**src/rtl/sar_adc_ctrl.sv**
```systemverilog
// Successive-approximation ADC controller: binary-searches a 10-bit DAC trial code against an external comparator.
// Optional build macro SAR_AVG4_EN: one start runs four conversions and reports their truncated mean.
module sar_adc_ctrl #(
  parameter int NBITS         = 10,
  parameter int SETTLE_CYCLES = 2
) (
  input  logic             clk,
  input  logic             rst,
  input  logic             start,
  input  logic             cmp_in,
  output logic             sample_hold,
  output logic [NBITS-1:0] dac_code,
  output logic [NBITS-1:0] dout,
  output logic             valid,
  output logic             busy
);
  localparam int IW = (NBITS > 1) ? $clog2(NBITS) : 1;

  typedef enum logic [1:0] {IDLE, SAMPLE, CONVERT, DONE} state_t;

  state_t           state_q, state_d;
  logic [IW-1:0]    bit_q, bit_d;
  logic [3:0]       settle_q, settle_d;
  logic [NBITS-1:0] res_q, res_d;
  logic [NBITS-1:0] dac_q, dac_d;
  logic [NBITS-1:0] dout_q, dout_d;
  logic             sh_q, sh_d;
  logic             valid_q, valid_d;
  logic             busy_q, busy_d;
`ifdef SAR_AVG4_EN
  logic [NBITS+1:0] acc_q, acc_d, acc_sum;
  logic [1:0]       conv_q, conv_d;
`endif

  logic [NBITS-1:0] trial, kept;
  logic             decide;

  assign trial  = NBITS'(1) << bit_q;
  assign kept   = cmp_in ? (res_q | trial) : res_q;
  assign decide = (settle_q == 4'(SETTLE_CYCLES));

  always_comb begin
    state_d  = state_q;
    bit_d    = bit_q;
    settle_d = settle_q;
    res_d    = res_q;
    dac_d    = dac_q;
    dout_d   = dout_q;
    sh_d     = sh_q;
    valid_d  = 1'b0;
    busy_d   = busy_q;
`ifdef SAR_AVG4_EN
    acc_d    = acc_q;
    conv_d   = conv_q;
    acc_sum  = acc_q + (NBITS+2)'(kept);
`endif
    case (state_q)
      IDLE: begin
        if (start) begin
          state_d = SAMPLE;
          busy_d  = 1'b1;
          sh_d    = 1'b1;
          res_d   = '0;
`ifdef SAR_AVG4_EN
          acc_d   = '0;
          conv_d  = '0;
`endif
        end
      end
      SAMPLE: begin
        state_d  = CONVERT;
        sh_d     = 1'b0;
        bit_d    = IW'(NBITS-1);
        dac_d    = NBITS'(1) << (NBITS-1);
        settle_d = '0;
      end
      CONVERT: begin
        if (!decide) begin
          settle_d = settle_q + 4'd1;
        end else begin
          settle_d = '0;
          res_d    = kept;
          if (bit_q != '0) begin
            bit_d = bit_q - IW'(1);
            dac_d = kept | (trial >> 1);
          end else begin
            dac_d = kept;
`ifdef SAR_AVG4_EN
            acc_d = acc_sum;
            if (conv_q == 2'd3) begin
              dout_d  = acc_sum[NBITS+1:2];
              valid_d = 1'b1;
              busy_d  = 1'b0;
              state_d = DONE;
            end else begin
              // next conversion re-tracks the input immediately, no DONE/IDLE gap
              conv_d  = conv_q + 2'd1;
              res_d   = '0;
              sh_d    = 1'b1;
              state_d = SAMPLE;
            end
`else
            dout_d  = kept;
            valid_d = 1'b1;
            busy_d  = 1'b0;
            state_d = DONE;
`endif
          end
        end
      end
      DONE: begin
        state_d = IDLE;
      end
      default: state_d = IDLE;
    endcase
  end

  always_ff @(posedge clk or posedge rst) begin
    if (rst) begin
      state_q  <= IDLE;
      bit_q    <= IW'(NBITS-1);
      settle_q <= '0;
      res_q    <= '0;
      dac_q    <= '0;
      dout_q   <= '0;
      sh_q     <= 1'b0;
      valid_q  <= 1'b0;
      busy_q   <= 1'b0;
`ifdef SAR_AVG4_EN
      acc_q    <= '0;
      conv_q   <= '0;
`endif
    end else begin
      state_q  <= state_d;
      bit_q    <= bit_d;
      settle_q <= settle_d;
      res_q    <= res_d;
      dac_q    <= dac_d;
      dout_q   <= dout_d;
      sh_q     <= sh_d;
      valid_q  <= valid_d;
      busy_q   <= busy_d;
`ifdef SAR_AVG4_EN
      acc_q    <= acc_d;
      conv_q   <= conv_d;
`endif
    end
  end

  assign sample_hold = sh_q;
  assign dac_code    = dac_q;
  assign dout        = dout_q;
  assign valid       = valid_q;
  assign busy        = busy_q;

endmodule

```
**config.mk**
```make
export PLATFORM = sky130hd
export DESIGN_NAME = sar_adc_ctrl
export DESIGN_NICKNAME = d
export VERILOG_FILES = /design/src/rtl/sar_adc_ctrl.sv
export SDC_FILE = /design/constraint.sdc
export NUM_CORES = 1
export LEC_CHECK = 0
export ABC_CLOCK_PERIOD_IN_PS = 2100
export BUFFER_PORTS_ARGS = -buffer_cell sky130_fd_sc_hd__buf_4
export CAP_MARGIN = 20
export CORE_MARGIN = 1.5
export CORE_UTILIZATION = 40
export CTS_BUF_LIST = sky130_fd_sc_hd__clkbuf_4 sky130_fd_sc_hd__clkbuf_8 sky130_fd_sc_hd__clkbuf_16
export CTS_CLUSTER_SIZE = 24
export DETAILED_ROUTE_END_ITERATION = 16
export GPL_TIMING_DRIVEN = 0
export SKIP_LAST_GASP = 1
export SLEW_MARGIN = 0
export SYNTH_ARGS = -nofsm -noshare
export SYNTH_HDL_FRONTEND = slang
export SYNTH_SLANG_ARGS = --single-unit
```
**constraint.sdc**
```tcl
create_clock -name clk -period 2.1 [get_ports clk]
set_clock_uncertainty 0.1 [all_clocks]
set_input_delay 0.105 -clock clk [delete_from_list [all_inputs] [get_ports clk]]
set_output_delay 0.105 -clock clk [all_outputs]
set_load 0.05 [all_outputs]
```
==> impl_metrics.json <==
{
  "run_status": "finished clean",
  "ir_worst_vdd_uv": 708,
  "firstDrtPassIters": 4,
  "worstPathRequired_ns": 2.22,
  "post-route-min-period_ns": 1.99,
  "path_cells": "inv_1, ha_1, buf_4, nand4bb_1, buf_4, or4_4, a211o_1",
  "p_total_uw": 2920,
  "swShare_pct": 39.3,
  "clockBufferDepth": 2,
  "post-place-ws_ns": -0.130,
  "synth_compound_area_share_pct": 15.5,
  "yosys.area_share.simple_pct": 16.7,
  "drtIter0Drc": 157,
  "hp-start": "cmp_in",
  "setup_ws_ns": 0.113,
  "ys_seq_elements": 43,
  "nets": 261,
  "power_frac_clock_pct": 22.6,
  "syn_inst": 209,
  "rows": 25,
  "synthAdderAreaFrac_pct": 6.68,
  "antenna_left": 0,
  "drive_gt1_share_pct": 21.9,
  "final_cell_mix": "41 x dfrtp_1, 31 x buf_4, 23 x o21ai_0",
  "grt_max_degree": 38,
  "max_stage_delay_ns": 0.42,
  "num_vias": 1642,
  "ios": 27,
  "stdcell_count": 314,
  "cp_common_cell": "buf_4",
  "path_clk_slew_ns": 0.08,
  "antenna_found_initial": 0,
  "overflow": 0,
  "muxShareOfSynthArea_pct": 4.61,
  "dieArea_mm2": 0.00559,
  "die_w_um": 74.8,
  "antenna_cells": 0,
  "place_inst": 303,
  "finalCritPeriodShare_pct": 94.6,
  "cp_top_family": "simple AND/OR/NAND/NOR gates",
  "routabilityCongestion": 0.850,
  "synth_nets": 224,
  "grt_pass1_wl_mm": 7.40,
  "portBuffers": 26,
  "worstPathArrival_ns": 2.11,
  "grt_pass1_vias": 1512,
  "wl_per_cell_um": 14.3,
  "hold_slack_ns": 0.0442,
  "rsz0062_at_grt": "no",
  "cts_tree": "yes",
  "yosysSeqAreaShare_pct": 52.3,
  "worst_pin_slew_ns": 0.629,
  "synth_area_mm2": 0.00206,
  "max_slew_margin_pct": 57.9,
  "crit_start": "state_q[0]",
  "synth_cell_types": 34,
  "syn_area_per_cell_um2": 9.86,
  "worst-path-max-fanout": 9,
  "worstSetupPathType": "reg -> reg",
  "yosysWarningCount": 0,
  "p_leak_uw": 0.00122,
  "p_seq_share_pct": 36.2,
  "hold_viol": 0,
  "fin_area_mm2": 0.00253,
  "routed_via_density": 5.23,
  "cts_buffers": 5,
  "intPower_uw": 1770,
  "core_mm2": 0.00485,
  "cap_violations": 0,
  "finalMaxSlewViolations": 0,
  "r2r_start": "state_q[0]",
  "cp-end-kind": "register",
  "dp_hpwl_mm": 3.18,
  "clock_latency_ns": 0.30,
  "combPwrFrac_pct": 41.1,
  "syn_to_final_growth_pct": 22.7,
  "path_buf_inv": 3,
  "wl_mm": 4.49,
  "start_util_pct": 42.5,
  "switching_power_uw": 1150,
  "place_area_mm2": 0.00236,
  "cts_sinks": 43,
  "grt_use_total_pct": 17.9,
  "clockRootBuffer": "clkbuf_8",
  "worstSetupStartpointType": "register",
  "clock.fmax_ghz": 0.503,
  "drc": 0,
  "synth_top_family_by_area": "simple AND/OR/NAND/NOR gates",
  "die_y_um": 74.8,
  "cts-htree-levels": 2,
  "synth_xor_xnor_area_share_pct": 0,
  "hp-class": "in -> reg",
  "critical-path-slowest-cell": "or4_4",
  "p_per_area_mw_per_mm2": 1160,
  "final_common_cell": "dfrtp_1",
  "finalSetupViolCount": 0
}
==> Yosys cell counts <==
library cell	count	share of area, %
a211o_1	1	0.43
a21oi_1	19	4.6
dfstp_2	2	2.6
inv_1	13	2.4
nor3b_1	1	0.36
nand4bb_1	1	0.55
buf_4	1	0.36
a22o_1	1	0.43
a31oi_1	5	1.5
and2b_1	1	0.36
a21o_1	3	1.1
a21boi_0	2	0.73
or4_4	1	0.55
nor2_1	12	2.2
nand2b_1	2	0.61
nor3_1	13	3.2
mux2i_1	5	2.4
nor3b_2	1	0.61
and2_1	1	0.30
nor2_2	1	0.30
nand2_1	19	3.5
o211ai_1	1	0.36
mux2_2	4	2.2
o21ai_0	23	5.6
nor2b_1	5	1.5
dfrtp_1	41	50
ha_1	11	6.7
o221ai_1	1	0.43
clkbuf_1	5	0.91
nand3_1	8	1.9
a211oi_1	1	0.36
nand2_2	1	0.30
buf_2	2	0.49
nor4bb_1	1	0.49
==> power groups by stage <==
stage               Clock (uW)  Sequential [uW]  Combinational (uW)
global placement             0             1070                1170
floorplan                    0             1300                 637
CTS                        683             1060                1200
detailed placement           0             1070                1180
finish                     662             1060                1200
global route               722             1080                1330
==> flip-flops by register name, summed over array words and instances (netlist names) <==
signal	cells
state_q	2
bit_q	4
sample_hold	1
dout	10
busy	1
valid	1
dac_code	10
settle_q	4
res_q	10
==> worst reg2reg max path: stages, from the launching register on <==
cell and delay, ns:
dfrtp_1 0.38, inv_1 0.12, ha_1 0.16, buf_4 0.14
nand4bb_1 0.10, buf_4 0.18, or4_4 0.42, a211o_1 0.30
==> layout make-up <==
cell class | instances | area [um^2]
buffer | 8 | 42.5
clock buffer | 6 | 82.6
clock inverter | 2 | 35.0
fill | 446 | 2320
inverter | 13 | 48.8
multi-input combinational | 145 | 917
sequential | 43 | 1080
tap | 67 | 83.8
timing repair buffer | 30 | 240
==> per-stage QoR <==
| stage | TNS [ns] | util, % |
|---|---|---|
| floorplan | 0 | - |
| global placement | -0.415 | 48.3 |
| detailed placement | -0.808 | 48.7 |
| CTS | 0 | 51.5 |
| global route | 0 | 52.2 |
| finish | 0 | 52.2 |
==> logic make-up (layout without fill, tap and decap cells) <==
family	after synthesis	after routing
simple gates	68	68
compound gates	57	57
flops	43	43
buf+inv	21	59
fa+ha+maj	11	11
mux	9	9
==> repair_timing <==
action,CTS,global route
setup buffers,0,2
hold buffers,1,0
resized for setup,3,8
gates cloned,0,0
endpoints found under the setup margin,9,14
hold endpoints to repair,41,0
==> metal layers <==
metal / global-route usage (%) / wire length (um)
met1: 24.2 / 2070
met2: 27.6 / 2120
met3: 5.22 / 257
met4: 6.06 / 40
met5: 0 / 0
==> worst paths after layout <==
path	slack, ns	endpoint	cells past startpoint
setup reg to reg	0.11	bit_q[3]	7
min in group asynchronous	0.15	valid	3
hold reg to reg	0.39	dout[8]	2
max in group asynchronous	1.23	bit_q[3]	4
setup / recovery	0.11	bit_q[3]	7
hold / removal	0.04	res_q[0]	3
Note: power is estimated with default switching activity, not from simulation.
